### config.mk
export PLATFORM = sky130hd
export DESIGN_NAME = alu_ctrl_stage
export DESIGN_NICKNAME = d
export VERILOG_FILES = /design/src/rtl/alu_ops_pkg.sv /design/src/rtl/alu_op_decode.sv /design/src/rtl/alu_ctrl_stage.sv
export SDC_FILE = /design/constraint.sdc
export NUM_CORES = 1
export LEC_CHECK = 0
export CAP_MARGIN = 15
export CORE_AREA = 5 5 115 117
export DETAILED_ROUTE_END_ITERATION = 10
export DIE_AREA = 0 0 120 122
export PLACE_DENSITY = 0.88
export SYNTH_ARGS = -nofsm -noshare
export SYNTH_HDL_FRONTEND = slang
export SYNTH_SLANG_ARGS = --single-unit
### constraint.sdc
create_clock -name clk -period 2.9 [get_ports clk]
set_input_delay 0.58 -clock clk [delete_from_list [all_inputs] [get_ports clk]]
set_output_delay 0.58 -clock clk [all_outputs]
set_load 0.05 [all_outputs]
### src/rtl/alu_ops_pkg.sv
// Shared ALU operation codes, RISC-V major opcodes and the skid-buffer state
// used by the ALU control stage (and later by the ALU itself).
package alu_ops_pkg;

  typedef enum logic [3:0] {
    ALU_AND     = 4'b0000,
    ALU_OR      = 4'b0001,
    ALU_ADD     = 4'b0010,
    ALU_SUB     = 4'b0011,
    ALU_PASSB   = 4'b0101,
    ALU_XOR     = 4'b0110,
    ALU_EQ      = 4'b1000,
    ALU_NE      = 4'b1001,
    ALU_LT      = 4'b1010,
    ALU_ILLEGAL = 4'b1111
  } alu_op_t;

  typedef enum logic [1:0] {
    BUF_EMPTY = 2'd0,
    BUF_ONE   = 2'd1,
    BUF_TWO   = 2'd2
  } buf_state_t;

  localparam logic [6:0] OPC_RTYPE  = 7'b0110011;
  localparam logic [6:0] OPC_IALU   = 7'b0010011;
  localparam logic [6:0] OPC_LOAD   = 7'b0000011;
  localparam logic [6:0] OPC_STORE  = 7'b0100011;
  localparam logic [6:0] OPC_BRANCH = 7'b1100011;
  localparam logic [6:0] OPC_LUI    = 7'b0110111;
  localparam logic [6:0] OPC_JAL    = 7'b1101111;

endpackage

### src/rtl/alu_op_decode.sv
// Combinational opcode/funct3/funct7 -> ALU operation decode; zero latency.
// No state, no backpressure: illegal is raised whenever no ALU mapping exists.
module alu_op_decode
  import alu_ops_pkg::*;
(
  input  logic [6:0] opcode,
  input  logic [2:0] funct3,
  input  logic [6:0] funct7,
  output logic [3:0] op,
  output logic       illegal
);

  alu_op_t op_d;
  logic    unused_funct7;

  // Only funct7[5] (ADD/SUB select) matters for the ops handled here.
  assign unused_funct7 = ^{funct7[6], funct7[4:0]};

  always_comb begin
    op_d = ALU_ILLEGAL;
    unique case (opcode)
      OPC_RTYPE, OPC_IALU: begin
        unique case (funct3)
          3'b000: op_d = (opcode == OPC_RTYPE && funct7[5]) ? ALU_SUB : ALU_ADD;
          3'b111: op_d = ALU_AND;
          3'b110: op_d = ALU_OR;
          3'b100: op_d = ALU_XOR;
          3'b010: op_d = ALU_LT;
          default: op_d = ALU_ILLEGAL;
        endcase
      end
      OPC_LOAD, OPC_STORE: op_d = ALU_ADD;
      OPC_BRANCH: begin
        unique case (funct3)
          3'b000: op_d = ALU_EQ;
          3'b001: op_d = ALU_NE;
          3'b100: op_d = ALU_LT;
          default: op_d = ALU_ILLEGAL;
        endcase
      end
      OPC_LUI, OPC_JAL: op_d = ALU_PASSB;
      default: op_d = ALU_ILLEGAL;
    endcase
  end

  assign op      = op_d;
  assign illegal = (op_d == ALU_ILLEGAL);

endmodule

### src/rtl/alu_ctrl_stage.sv
// Registered ALU-control stage with two-entry skid buffer; latency 1 cycle.
// Backpressure: in_ready is a flop, low only while both entries are occupied.
module alu_ctrl_stage
  import alu_ops_pkg::*;
#(
  parameter int PAYLOAD_WIDTH = 64,
  parameter int OPCODE_LENGTH = 4,
  parameter int CNT_WIDTH     = 8
) (
  input  logic                     clk,
  input  logic                     reset,
  input  logic                     flush,
  input  logic                     in_valid,
  output logic                     in_ready,
  input  logic [6:0]               opcode,
  input  logic [2:0]               funct3,
  input  logic [6:0]               funct7,
  input  logic [PAYLOAD_WIDTH-1:0] in_payload,
  output logic                     out_valid,
  input  logic                     out_ready,
  output logic [OPCODE_LENGTH-1:0] Operation,
  output logic                     illegal,
  output logic [PAYLOAD_WIDTH-1:0] out_payload,
  output logic [CNT_WIDTH-1:0]     illegal_cnt
);

  buf_state_t state_q, state_d;
  logic       in_ready_q;

  logic [OPCODE_LENGTH-1:0] dec_op;
  logic                     dec_illegal;

  logic [OPCODE_LENGTH-1:0] main_op_q,  skid_op_q;
  logic                     main_ill_q, skid_ill_q;
  logic [PAYLOAD_WIDTH-1:0] main_pay_q, skid_pay_q;
  logic [CNT_WIDTH-1:0]     cnt_q;

  logic accept;
  logic deliver;

  alu_op_decode u_dec (
    .opcode  (opcode),
    .funct3  (funct3),
    .funct7  (funct7),
    .op      (dec_op),
    .illegal (dec_illegal)
  );

  assign accept  = in_valid && in_ready_q;
  assign deliver = out_valid && out_ready;

  // in_ready is registered from the next state so out_ready never reaches it combinationally.
  always_ff @(posedge clk) begin
    if (reset) begin
      state_q    <= BUF_EMPTY;
      in_ready_q <= 1'b1;
    end else begin
      state_q    <= state_d;
      in_ready_q <= (state_d != BUF_TWO);
    end
  end

  always_comb begin
    state_d = state_q;
    if (flush) begin
      state_d = BUF_EMPTY;
    end else begin
      unique case (state_q)
        BUF_EMPTY: if (accept) state_d = BUF_ONE;
        BUF_ONE: begin
          if (accept && !deliver)      state_d = BUF_TWO;
          else if (!accept && deliver) state_d = BUF_EMPTY;
        end
        BUF_TWO: if (deliver) state_d = BUF_ONE;
        default: state_d = BUF_EMPTY;
      endcase
    end
  end

  always_comb begin
    out_valid   = (state_q != BUF_EMPTY);
    in_ready    = in_ready_q;
    Operation   = main_op_q;
    illegal     = main_ill_q;
    out_payload = main_pay_q;
    illegal_cnt = cnt_q;
  end

  always_ff @(posedge clk) begin
    if (reset) begin
      main_op_q  <= '0;
      main_ill_q <= 1'b0;
      main_pay_q <= '0;
      skid_op_q  <= '0;
      skid_ill_q <= 1'b0;
      skid_pay_q <= '0;
    end else if (!flush) begin
      unique case (state_q)
        BUF_EMPTY: begin
          if (accept) begin
            main_op_q  <= dec_op;
            main_ill_q <= dec_illegal;
            main_pay_q <= in_payload;
          end
        end
        BUF_ONE: begin
          if (accept && deliver) begin
            main_op_q  <= dec_op;
            main_ill_q <= dec_illegal;
            main_pay_q <= in_payload;
          end else if (accept) begin
            skid_op_q  <= dec_op;
            skid_ill_q <= dec_illegal;
            skid_pay_q <= in_payload;
          end
        end
        BUF_TWO: begin
          if (deliver) begin
            main_op_q  <= skid_op_q;
            main_ill_q <= skid_ill_q;
            main_pay_q <= skid_pay_q;
          end
        end
        default: ;
      endcase
    end
  end

  // Entries killed by a same-cycle flush never reach the counter.
  always_ff @(posedge clk) begin
    if (reset) begin
      cnt_q <= '0;
    end else if (accept && !flush && dec_illegal && (cnt_q != {CNT_WIDTH{1'b1}})) begin
      cnt_q <= cnt_q + 1'b1;
    end
  end

endmodule

Word level (Yosys, flattened, before mapping)

Cells that the tools add are included.

Reduce and logical (&&, ||, !) cells: 21
Magnitude comparators: 0
Add/sub/neg operators: 1
Eq/ne operators: 20
Divide/modulo/power cells: 0
Bitwise operators: 2
Multipliers: 0
Shifts and indexed selects: 0
Mux-type cells: 22

Operators with widths:

| kind                                                                  | count |
|---|---|
| 64-bit 2-to-1 mux                                                     | 3 |
| 64-bit case mux with 3 select lines                                   | 1 |
| 7-bit by 6-bit equality test with 1-bit output, second input constant | 3 |
| 4-bit case mux with 5 select lines                                    | 1 |
| 4-bit case mux with 4 select lines                                    | 1 |
| 7-bit equality test, second input constant                            | 2 |
| 4-bit 2-to-1 mux                                                      | 3 |
| 4-bit case mux with 3 select lines                                    | 1 |
| 2-bit 2-to-1 mux                                                      | 5 |
| 3-bit equality test, second input constant                            | 3 |
| 1-bit logical AND                                                     | 9 |
| 3-bit case mux with 3 select lines                                    | 1 |
| 8-bit by 1-bit adder with 8-bit output, second input constant         | 1 |
| 2-bit inequality test, second input constant                          | 4 |
| 8-bit inequality test, second input constant                          | 1 |
| 7-bit by 2-bit equality test with 1-bit output, second input constant | 1 |
| 7-bit by 5-bit equality test with 1-bit output, second input constant | 1 |
| 2-bit case mux with 3 select lines                                    | 1 |
| 2-bit OR reduction                                                    | 3 |
| 5-bit AND reduction                                                   | 1 |
| 4-bit equality test, second input constant                            | 1 |
| 1-bit 2-to-1 mux                                                      | 4 |
| 4-bit AND reduction                                                   | 1 |
| 3-bit by 1-bit equality test with 1-bit output, second input constant | 1 |
| other kinds (10)                                                      | 13 |

Bits of input ports: 86
Word-level logic and storage cells: 75
Bits in writable memories: 0
Flip-flop bits (word level): 149
Memories kept: 0
ROM bits: 0
Output and inout port bits: 79
Latch bits: 0

Logic depth before layout (Yosys ltp)

Depth after elaboration: 8
Gate-level depth with buffers: 8
Depth with buffers taken out: 6

Cells and area by module

From an unflattened synthesis, not the netlist that was laid out.

Cells, all modules: 696
Area total of the unflattened synthesis: 6,144.6 µm²

By module, submodules not included:

| module         | area each (µm²) | times used | cells an instance | seq. area each (µm²) |
|---|---|---|---|---|
| alu_ctrl_stage | 5,900.7         | 1          | 665               | 2,982.9 |
| alu_op_decode  | 244.0           | 1          | 31                | 0.0 |

Worst setup path after synthesis

No wires, ideal clock.

Path kind: input to register
Start: input funct3[2]
End: register cnt_q[3] (netlist: illegal_cnt[3])
Slack: 0.887 ns
Data required time: 2.779 ns
Path buffers: 1
Stages: 6
Arrival: 1.892 ns
Setup time: 0.121 ns
Cells stage by stage: and2_4 > o31a_1 > or3b_4 > buf_6 > nand4_1 > mux2_2

Cells in the longest elaborated chain, start to end: 6
Elaborated cells on any way between the ends: 12
Those cells by class: 6 x eq/ne; 3 x mux; 3 x reduce/logical

RTL lines:

| element                                                                                         | line                                     | source |
|---|---|---|
| start, declared                                                                                 | alu_ctrl_stage.sv:16                     | `input logic [2:0] funct3,` |
| 3-bit by 2-bit equality test with 1-bit output (tied with other cells)                          | alu_op_decode.sv:23                      | `unique case (funct3)` |
| 4-bit case mux with 5 select lines / 3-bit case mux with 3 select lines (equally long branches) | alu_op_decode.sv:23, alu_op_decode.sv:34 |  |
| 4-bit case mux with 4 select lines *                                                            | alu_op_decode.sv:21                      | `unique case (opcode)` |
| 4-bit equality test *                                                                           | alu_op_decode.sv:47                      | `assign illegal = (op_d == ALU_ILLEGAL);` |
| 1-bit logical AND * (2 in a row)                                                                | alu_ctrl_stage.sv:133                    | `end else if (accept && !flush && dec_illegal && (cnt_q != {CNT_WIDTH{1'b1}})) begin` |
| end signal, assigned                                                                            | alu_ctrl_stage.sv:134                    | `cnt_q <= cnt_q + 1'b1;` |
| end, declared                                                                                   | alu_ctrl_stage.sv:36                     | `logic [CNT_WIDTH-1:0] cnt_q;` |

Mark *: on every way between the ends. The rest lies on a longest branch, timed or not.
A chain may end at the register's enable or synchronous reset.

Final worst setup path

Start: register state_q[1]
End: output out_valid

Cells in the longest elaborated chain, start to end: 1

RTL lines:

| element                | line                 | source |
|---|---|---|
| start, declared        | alu_ctrl_stage.sv:27 | `buf_state_t state_q, state_d;` |
| start signal, assigned | alu_ctrl_stage.sv:58 | `state_q <= state_d;` |
| 2-bit nonzero test     | alu_ctrl_stage.sv:81 | `out_valid = (state_q != BUF_EMPTY);` |
| end, declared          | alu_ctrl_stage.sv:19 | `output logic out_valid,` |

No other way between the ends.

==> run summary <==
Synth Area in Simple Gates: 27.1%
critical path type: reg2out
Post-synth EDFFs: 0
setup slack after layout: 0.469 ns
synthesized instance count: 793
Avg Vias per Cell: 5.42
CTS tree: yes
Routed Wire Length: 16000 um
Slew Limit Fails: 0
area of the mapped netlist: 6130 um2
footprint of the multi-input gates: 2880 um2
RSZ-0062 raised after global routing: no
die area: 14600 um2
worst path arrival time: 1.85 ns
register area share after synthesis: 48.6%
first-pass GRT wire length: 26100 um
post-route ant nets: 0
FMAX: 411 MHz
Clock Sinks: 149
syn_area_per_cell: 7.73 um2
Fin. Hold Viols: 0
Final Setup Violations: 0
Rel. slew slack: 45.5%
CTS clk-pin slew, worst paths: 0.06 ns
worst hold margin: 0.454 ns
TritonRoute pass-1 iters: 6
initial antenna violation count: 0
Synth-to-Final Area Change: 37.8%
clk root buf: clkbuf_16
Post-CTS Setup Bufs: 0
maximum clock path buffer count: 2
vias: 5844
post-synth top area cell: dfxtp_1
Final Cycle Share: 83.8%
Setup TNS: 0 ns
largest net degree at the start of global routing: 78
die height: 122 um
power per cell area: 632 nW/um2
# IOs: 165
largest family of logic cells by synthesized area: simple AND/OR/NAND/NOR gates
Starting Density: 50.0%
VDD IR max: 0.411 mV
row count: 41
worst-margin pin slew: 0.818 ns
Primary FF master, synth: dfxtp_1
Yosys reg bits: 149
layout cell share with drive strength beyond 1: 6.78%
Final Wtd Congestion: 0.831
Port Buffer Count: 158
syn_nets: 880
top cells by count, synth: nand2_1 (271), dfxtp_1 (149), nor2_1 (87)
DRC: 0
Warnings, synthesis: 0
Post-DP HPWL: 9820 um
Worst Skew: 0.00701 ns
Hold Path Class: reg2reg
CTS Buf Count: 17
top-area cell type share of the netlist area: 48.6%
dpl ws: 0.210 ns
initial DRC count: 491
top cells by area, synth: dfxtp_1 (49%), nand2_1 (17%), a311oi_1 (9.6%), a21oi_1 (5.7%), nor2_1 (5.3%)
Synth Area in Compound Gates: 17.9%
routed len/inst: 14.8 um
aggregate global-route resource usage: 22.0%
CP Max Fanout: 7
CP startpoint kind: flop
cts repair resizes: 0
Die Wd: 120 um
most common cell in the synthesized netlist: nand2_1
Layout fillers: 948
Final min period: 2.43 ns
number of global-route vias before repair: 5584
Async SR Flop Fraction: 0%
Static Leak: 3.02 nW
Synth Area in XOR/XNOR: 0.143%
WP data required: 2.32 ns
Sequential Area: 2980 um2
post-synthesis mux area share: 1.27%
core area: 12300 um2
Unique masters post-synth: 43
CTS HTree Levels: 4
clk_lat worst skew: 0.42 ns
GRT Residual Overflow: 0
Post-CTS Hold Fix Bufs: 0
Total Nets Final: 1003
MaxCap Viol Count: 0
outcome: complete, no violations
Adder-Cell Fraction of Synth Area: 0.204%
CP endpoint kind: primary output
number of antenna diodes: 0
## critical path: stages (launching register included)
cell             delay (ns)
dfxtp_1                0.46
or2_2                  0.16
clkdlybuf4s50_1        0.81
## flip-flops by register name, summed over array words and instances (netlist names)
register / flops
skid_pay_q: 64
illegal_cnt: 8
skid_op_q: 4
illegal: 1
skid_ill_q: 1
Operation: 4
out_payload: 64
state_q: 2
in_ready: 1
## through the flow
stage	power [mW]	util, %	std cells	instance area (um2)
floorplan	2.67	-	793	6130
detailed placement	2.98	63.6	1047	7800
global route	5.54	68.9	1079	8450
CTS	5.37	68.9	1079	8450
finish	5.34	68.9	1079	8450
global placement	2.98	63.6	1047	7800
## cells by family (layout without fill, tap and decap cells)
family                   count (synthesis)  count (layout)
AND/OR/NAND/NOR                        406             406
AO/OA/AOI/OAI                          158             158
flip-flops                             149             149
buffers and inverters                   71             207
multiplexers                             7               7
adder cells (fa/ha/maj)                  1               1
XOR/XNOR                                 1               1
## where the power goes
part,switching (mW),internal [mW],total (mW)
Sequential,0.0433,2.13,2.17
Combinational,0.472,0.302,0.773
Clock,0.851,1.55,2.40
Total,1.37,3.97,5.34
## final timing paths
kind	startpoint	to	slack, ns	cells past startpoint
setup / recovery	state_q[1]	out_valid	0.47	2
hold / removal	skid_pay_q[1]	skid_pay_q[1]	0.45	2
hold reg to reg	skid_pay_q[1]	skid_pay_q[1]	0.45	2
setup reg to reg	state_q[0]	out_payload[39]	1.01	4
## layout by cell type (no fill, tap or decap), types with 3 or more instances in the layout
cell type        Yosys  layout
buf_12               0       5
nor3_1               7       6
dfxtp_1            149     149
and3_1               5       5
o21ai_0              6       6
nand2_1            271     271
inv_1                6       6
buf_4                0       7
mux2_2               6       6
nand4_1              5       5
clkinv_2             0       3
nand2b_1             5       4
a311oi_1            67      67
nor2_1              87      86
clkdlybuf4s50_1      0     157
nor2b_1              7       6
bufinv_16            0       5
clkinvlp_4           0       3
a21oi_1             70      70
nand3_1              5       5
clkbuf_16            0      17
## final cells by class
type / instances / area share [%]
well taps: 150 / 2.22
clock inverters: 13 / 2.43
inverters: 6 / 0.267
repair buffers: 169 / 20.4
clock buffers: 19 / 5.24
multi-input cells: 573 / 34.1
flip-flops and latches: 149 / 35.3
## metal layers
metal / vias to the layer above / wire length, um / track usage (%)
met1: 2681 / 6810 / 26.6
met3: 36 / 1030 / 7.06
met4: 0 / 379 / 8.88
met5: - / 0 / 0
li1: 2943 / - / -
met2: 184 / 7800 / 36.4
No activity file was read; power rests on OpenSTA's default activity.
